**config.mk**
```make
export PLATFORM = sky130hd
export DESIGN_NAME = alu_sequencer
export DESIGN_NICKNAME = d
export VERILOG_FILES = /design/src/rtl/alu_pkg.sv /design/src/rtl/alu_sequencer.sv
export SDC_FILE = /design/constraint.sdc
export NUM_CORES = 1
export LEC_CHECK = 0
export CORE_MARGIN = 4
export CORE_UTILIZATION = 47
export CTS_BUF_LIST = sky130_fd_sc_hd__clkbuf_16
export CTS_CLUSTER_DIAMETER = 30
export CTS_CLUSTER_SIZE = 40
export DETAILED_ROUTE_END_ITERATION = 16
export GPL_TIMING_DRIVEN = 0
export PLACE_DENSITY_LB_ADDON = 0.12
export SYNTH_ARGS = -nofsm -noshare
export SYNTH_HDL_FRONTEND = slang
export SYNTH_SLANG_ARGS = --single-unit
```
**constraint.sdc**
```tcl
create_clock -name i_clk -period 5.19 [get_ports i_clk]
set_input_delay 0.519 -clock i_clk [delete_from_list [all_inputs] [get_ports i_clk]]
set_output_delay 0.519 -clock i_clk [all_outputs]
set_load 0.005 [all_outputs]
```
**src/rtl/alu_pkg.sv**
```systemverilog
// Shared types for the ALU word sequencer: ALU opcodes and the sequencer FSM states.
package alu_pkg;

  typedef enum logic [1:0] {
    OP_SUB = 2'b00,
    OP_CMP = 2'b01,
    OP_SHL = 2'b10,
    OP_RSV = 2'b11
  } op_e;

  typedef enum logic [1:0] {
    IDLE = 2'd0,
    RUN  = 2'd1,
    DONE = 2'd2
  } state_e;

endpackage

```
**src/rtl/alu_sequencer.sv**
```systemverilog
// Sequences a multi-word operation through a single-word ALU, one word per cycle,
// and assembles the result, final carry and sticky error for a valid/ready consumer.
module alu_sequencer
  import alu_pkg::*;
#(
  parameter int BITS  = 8,
  parameter int WORDS = 4
) (
  input  logic                  i_clk,
  input  logic                  i_rst,
  // Handshakes: a command is taken on an edge with i_valid && o_ready, a result is
  // consumed on an edge with o_valid && i_ready; neither side is queued.
  input  logic                  i_valid,
  output logic                  o_ready,
  input  logic [1:0]            i_op,
  input  logic [WORDS*BITS-1:0] i_a,
  input  logic [WORDS*BITS-1:0] i_b,
  input  logic                  i_carry,
  output logic [BITS-1:0]       o_alu_a,
  output logic [BITS-1:0]       o_alu_b,
  output logic [1:0]            o_alu_op,
  output logic                  o_alu_carry,
  input  logic [BITS-1:0]       i_alu_out,
  input  logic                  i_alu_carry,
  input  logic                  i_alu_err,
  output logic                  o_valid,
  input  logic                  i_ready,
  output logic [WORDS*BITS-1:0] o_out,
  output logic                  o_carry,
  output logic                  o_err,
  output state_e                o_dbg_state
);

  localparam int W     = WORDS * BITS;
  localparam int IDX_W = $clog2(WORDS);
  localparam logic [IDX_W-1:0] LAST_IDX = IDX_W'(WORDS - 1);

  state_e           state_q, state_d;
  logic [IDX_W-1:0] idx_q, idx_d;
  logic [W-1:0]     a_q, a_d;
  logic [W-1:0]     b_q, b_d;
  op_e              op_q, op_d;
  logic             chain_q, chain_d;
  logic [W-1:0]     out_q, out_d;
  logic             carry_q, carry_d;
  logic             err_q, err_d;
  logic             last_word;

  always_comb begin
    state_d     = state_q;
    idx_d       = idx_q;
    a_d         = a_q;
    b_d         = b_q;
    op_d        = op_q;
    chain_d     = chain_q;
    out_d       = out_q;
    carry_d     = carry_q;
    err_d       = err_q;
    last_word   = 1'b0;
    o_ready     = 1'b0;
    o_valid     = 1'b0;
    o_alu_a     = '0;
    o_alu_b     = '0;
    o_alu_op    = '0;
    o_alu_carry = 1'b0;

    case (state_q)
      IDLE: begin
        o_ready = 1'b1;
        if (i_valid) begin
          a_d     = i_a;
          b_d     = i_b;
          op_d    = op_e'(i_op);
          chain_d = i_carry;
          idx_d   = '0;
          out_d   = '0;
          carry_d = 1'b0;
          // Reserved opcode never touches the ALU and reports an error immediately.
          err_d   = (op_e'(i_op) == OP_RSV);
          state_d = (op_e'(i_op) == OP_RSV) ? DONE : RUN;
        end
      end
      RUN: begin
        o_alu_a     = a_q[int'(idx_q)*BITS +: BITS];
        o_alu_b     = b_q[int'(idx_q)*BITS +: BITS];
        o_alu_op    = op_q;
        o_alu_carry = chain_q;
        out_d[int'(idx_q)*BITS +: BITS] = i_alu_out;
        chain_d     = i_alu_carry;
        if (op_q == OP_SHL) err_d = err_q | i_alu_err;
        // Only SUB walks every word; CMP and SHL finish after word 0.
        last_word = (op_q != OP_SUB) || (idx_q == LAST_IDX);
        if (last_word) begin
          state_d = DONE;
          idx_d   = '0;
          carry_d = (op_q == OP_SUB) ? i_alu_carry : 1'b0;
        end else begin
          idx_d = idx_q + IDX_W'(1);
        end
      end
      DONE: begin
        o_valid = 1'b1;
        if (i_ready) state_d = IDLE;
      end
      default: state_d = IDLE;
    endcase
  end

  always_ff @(posedge i_clk) begin
    if (i_rst) begin
      state_q <= IDLE;
      idx_q   <= '0;
      a_q     <= '0;
      b_q     <= '0;
      op_q    <= OP_SUB;
      chain_q <= 1'b0;
      out_q   <= '0;
      carry_q <= 1'b0;
      err_q   <= 1'b0;
    end else begin
      state_q <= state_d;
      idx_q   <= idx_d;
      a_q     <= a_d;
      b_q     <= b_d;
      op_q    <= op_d;
      chain_q <= chain_d;
      out_q   <= out_d;
      carry_q <= carry_d;
      err_q   <= err_d;
    end
  end

  assign o_out       = out_q;
  assign o_carry     = carry_q;
  assign o_err       = err_q;
  assign o_dbg_state = state_q;

endmodule

```
Yosys cells after proc, flatten, opt, wreduce, memory -nomap -nowiden
Cells that the tools add are included.
- register bits: 105
- bits of input ports: 81
- output and inout port bits: 57
- word-level logic and storage cells: 61
- add/subtract/negate cells: 2
- equality and inequality tests: 9
- shift operators: 4
- muxes and demuxes: 26
- bitwise gates (word level): 1
- reduce and logical (&&, ||, !) cells: 10
- operator list (cell ; number):
    32-bit case mux with 2 select lines ; 1
    32-bit by 6-bit variable part select with 8-bit output ; 2
    5-bit negation with 33-bit output ; 1
    8-bit by 33-bit variable shift with 32-bit output (first input constant) ; 1
    8-bit by 33-bit variable part select with 32-bit output ; 1
    32-bit bitwise mux ; 1
    32-bit 2-to-1 mux ; 1
    8-bit 2-to-1 mux ; 2
    2-bit 2-to-1 mux ; 7
    1-bit 2-to-1 mux ; 9
    3-bit AND reduction ; 3
    2-bit == test (second input constant) ; 4
    2-bit != test (second input constant) ; 4
    1-bit case mux with 2 select lines ; 3
    2-bit case mux with 3 select lines ; 1
    2-bit zero test ; 2
    2-bit case mux with 2 select lines ; 1
    2-bit AND reduction ; 2
    2-bit nonzero test ; 2
    2-bit by 1-bit adder with 2-bit output (second input constant) ; 1
    2-bit by 1-bit == test with 1-bit output (second input constant) ; 1
    1-bit logical OR ; 1
    1-bit bitwise OR ; 1

Longest topological paths before layout
- depth in word-level cells: 4
- gate-level depth with buffers: 8
- gate-level depth less buffers: 5

Least setup slack after synthesis
No wires, ideal clock.
- path kind: register to register
- start: reg idx_q[1]
- end: reg out_q[30], in the netlist o_out[30]
- library setup time: 0.056 ns
- arrival time: 2.139 ns
- data required time: 5.134 ns
- slack: 2.995 ns
- stages on the path, launching flop included: 9
- path buffers: 3
- period minus slack after synthesis: 2.195 ns
- path through: dfxtp_1 -> buf_2 -> buf_2 -> inv_1 -> ha_1 -> nand2b_1 -> or4_1 -> buf_2 -> a2bb2o_4
- word-level cells in the longest chain between the ends: 4
- elaborated cells between the ends (all ways): 5
- classes of those cells: 1 x add/sub; 2 x shift; 2 x mux
- ends and longest elaborated chain (element ; line ; RTL):
    from (decl) ; alu_sequencer.sv:39 ; logic [IDX_W-1:0] idx_q, idx_d;
    from (signal assigned) ; alu_sequencer.sv:122 ; idx_q <= idx_d;
    5-bit negation with 33-bit output (*) ; alu_sequencer.sv:88 ; out_d[int'(idx_q)*BITS +: BITS] = i_alu_out;
    8-bit by 33-bit variable part select with 32-bit output / 8-bit by 33-bit variable shift with 32-bit output (equally long branches) ; alu_sequencer.sv:88 ;
    32-bit bitwise mux (*) ; alu_sequencer.sv:88 ;
    32-bit case mux with 2 select lines (*) ; alu_sequencer.sv:67 ; case (state_q)
    to (signal assigned) ; alu_sequencer.sv:127 ; out_q <= out_d;
    to (decl) ; alu_sequencer.sv:44 ; logic [W-1:0] out_q, out_d;
Every way passes the cells marked *; elsewhere a longest branch is shown, timed or not.
A chain may end at the register's enable or synchronous reset.

Worst setup path after layout
- start: reg state_q[0], in the netlist o_dbg_state[0]
- end: out o_alu_b[5]
- word-level cells in the longest chain between the ends: 2
- ends and longest elaborated chain (element ; line ; RTL):
    from (decl) ; alu_sequencer.sv:38 ; state_e state_q, state_d;
    from (signal assigned) ; alu_sequencer.sv:121 ; state_q <= state_d;
    2-bit by 1-bit == test with 1-bit output ; alu_sequencer.sv:67 ;
    8-bit 2-to-1 mux ; alu_sequencer.sv:67 ;
    to (decl) ; alu_sequencer.sv:20 ; output logic [BITS-1:0] o_alu_b,
No other way between the ends.

==> flow_metrics.py <==
metrics = {
    "floorplan": {
        "dieArea_um2": 11000,
        "die_w_um": 105,
        "ios": 138,
        "die_height_um": 105,
        "start_util": 0.479,
        "row_count": 35,
        "core_area_um2": 9200,
    },
    "final_layout": {
        "final-seq-area_um2": 2100,
        "fin_area_um2": 6200,
        "instances_no_fill": 743,
        "multi_input_area_um2": 2090,
        "drive_gt1_frac": 0.104,
        "fillers": 754,
        "area_growth_pct": 40.6,
        "insertedDiodeCount": 0,
        "fin_nets": 714,
    },
    "placement": {
        "dpl.hpwl_um": 9270,
        "numPortBuffers": 137,
        "post_dp_cell_area_um2": 5920,
        "gp_congestion": 0.841,
        "dp.cells": 727,
    },
    "global_route": {
        "first_global_vias": 3971,
        "grt_pass1_wl_um": 20200,
        "grtUsageTotal": 0.229,
        "antenna_found_initial": 0,
        "grt_overflow": 0,
        "grt_start_max_net_pins": 19,
    },
    "sta": {
        "tightestPinTransition_ns": 0.806,
        "hold_viol_final": 0,
        "drv_slew": 0,
        "setup_viol": 0,
        "fmaxAchievable_mhz": 338,
        "fin_worst_skew_ns": 0.0124,
        "rsz0062_at_grt": "false",
        "fin_setup_tns_ns": 0,
        "final.min_clock_period_ns": 2.96,
        "finalCritPeriodShare": 0.571,
        "maxSlewHeadroom": 0.461,
    },
    "run_status": {
        "status": "finished clean",
    },
    "synth": {
        "synth_area_um2": 4410,
        "avgSynthCellArea_um2": 9.21,
        "synth_fa_ha_area_frac": 0.0170,
        "synth_top_family_by_area": "simple AND/OR/NAND/NOR gates",
        "ys_seq_area_frac": 0.477,
        "yosys-top-cells-count": "nand2_1, dfxtp_1, a21oi_1, a22o_1, and2_1",
        "yosysMostFrequentCell": "nand2_1",
        "synth_xor_area_frac": 0,
        "synth_flop_cell": "dfxtp_1",
        "synth_area_leaders": "dfxtp_1, nand2_1, mux4_2",
        "yosys.area.top_type": "dfxtp_1",
        "yosys.area_share.simple": 0.191,
        "synth-compound-area-share": 0.173,
        "async_flop_share": 0,
        "muxShareOfSynthArea": 0.0942,
        "synth_top_area_share": 0.477,
        "netlist_instances": 479,
        "syn-num-nets": 566,
        "ys_warn_count": 0,
        "yosysUniqueCellTypes": 41,
        "synth_edf_count": 0,
        "synth_seq_cells": 105,
    },
    "critical_path": {
        "rrSetupSlack_ns": 2.60,
        "max_stage_delay_ns": 0.51,
        "cp.buffers_inverters": 4,
        "cp-start-kind": "flip-flop",
        "cpMostUsedCell": "buf_6",
        "cp_cell_sequence": "buf_6, buf_6, nor2b_1, clkbuf_1, and2_1, clkdlybuf4s50_1",
        "worstSetupEndpointType": "primary output",
        "critPathMaxFanout": 10,
        "critPathArrivalTime_ns": 2.44,
        "cpMaxStageDelayCell": "clkdlybuf4s50_1",
        "critPathKind": "reg -> out",
        "critical_path_required_ns": 4.67,
        "worst_path_dominant_cell_family": "buffers and inverters",
    },
    "power_and_ir_drop": {
        "max-vdd-ir-drop_uv": 167,
        "leakage_nw": 2.29,
        "finalPower_mw": 1.94,
        "p_per_area_nw_per_um2": 312,
    },
    "routing": {
        "routed_wl_um": 12500,
        "avgRoutedWirePerCell_um": 16.8,
        "first_iter_violations": 197,
        "drtPass1Iterations": 5,
        "num_vias": 3998,
        "avgViaCountPerCell": 5.38,
        "ant_nets": 0,
        "remaining_drc_errors": 0,
    },
    "cts": {
        "hold_buffers": 0,
        "htreeDepth": 3,
        "cts_tree": "yes",
        "cts.root.buffer_cell": "clkbuf_16",
        "clock-sinks": 105,
        "clk_pin_slew_worst_paths_ns": 0.08,
        "cts_buffers": 9,
        "insertion_delay_ns": 0.34,
        "clock_path_buffers": 2,
        "cts_resized": 0,
        "cts_setup_buffers": 0,
    },
    "run": {
        "cap_violations": 0,
    },
    "min_path": {
        "hp-class": "reg -> reg",
    },
}
## per-stage QoR
stage / hold WS, ns / utilization / setup slack, ns
floorplan: 0.433 / - / 3.00
global placement: 0.440 / 0.644 / 2.57
detailed placement: 0.446 / 0.644 / 2.59
CTS: 0.455 / 0.674 / 2.21
global route: 0.474 / 0.674 / 2.07
finish: 0.456 / 0.674 / 2.23
## layout make-up
class	instances	area share
Timing Repair Buffer	137	0.221
Clock buffer	9	0.0363
Sequential cell	105	0.339
Clock inverter	7	0.00868
Multi-Input combinational cell	328	0.338
Buffer	34	0.0270
Tap cell	111	0.0224
Inverter	12	0.00727
## where the power goes
part	internal, mW	total (mW)	switching, mW
clock network	0.330	0.637	0.307
logic	0.193	0.398	0.205
registers	0.864	0.900	0.0360
total	1.39	1.94	0.548
## cell families after synthesis
logic type / after synthesis
buf+inv: 46
simple gates: 184
compound gates: 117
mux: 21
flops: 105
fa+ha+maj: 6
## worst register-to-register path, stage by stage (launching register included)
cell and delay, ns:
dfxtp_1 0.37, buf_2 0.32, buf_2 0.36, inv_1 0.14, ha_1 0.38, nor4b_2 0.71
a22o_1 0.26
## flip-flops by register name (all words and copies together), names as in the netlist
| signal | count |
|---|---|
| a_q | 32 |
| b_q | 32 |
| chain_q | 1 |
| idx_q | 2 |
| o_carry | 1 |
| o_dbg_state | 2 |
| o_err | 1 |
| o_out | 32 |
| op_q | 2 |
## cells in the final DEF (no fill, tap or decap), drive strengths merged, types with 3 or more instances in the layout
cell | Yosys | final
a211oi | 3 | 3
a21oi | 74 | 74
a22o | 24 | 24
and2 | 19 | 19
buf | 23 | 23
clkbuf | 11 | 20
clkdlybuf4s50 | 0 | 137
clkinv | 0 | 4
dfxtp | 105 | 105
ha | 6 | 6
inv | 12 | 15
mux2 | 4 | 4
mux4 | 16 | 16
nand2 | 135 | 135
nand2b | 3 | 3
nor2 | 6 | 6
nor2b | 9 | 9
o2bb2ai | 7 | 7
## final timing paths
| kind | startpoint | end | cells past startpoint |
|---|---|---|---|
| worst max-delay path | o_dbg_state[0] | o_alu_b[5] | 6 |
| worst min-delay path | b_q[12] | b_q[12] | 2 |
| worst min register to register | b_q[12] | b_q[12] | 2 |
| worst max register to register | idx_q[1] | o_out[4] | 6 |
## per-layer routing
metal  vias up  share of wire  track usage
li1       1944              -            -
met1      1862           0.41        0.295
met2       175           0.50        0.397
met3        17          0.073       0.0371
met4         0          0.016       0.0647
met5         -              0            0
No activity file was read; power rests on OpenSTA's default activity.
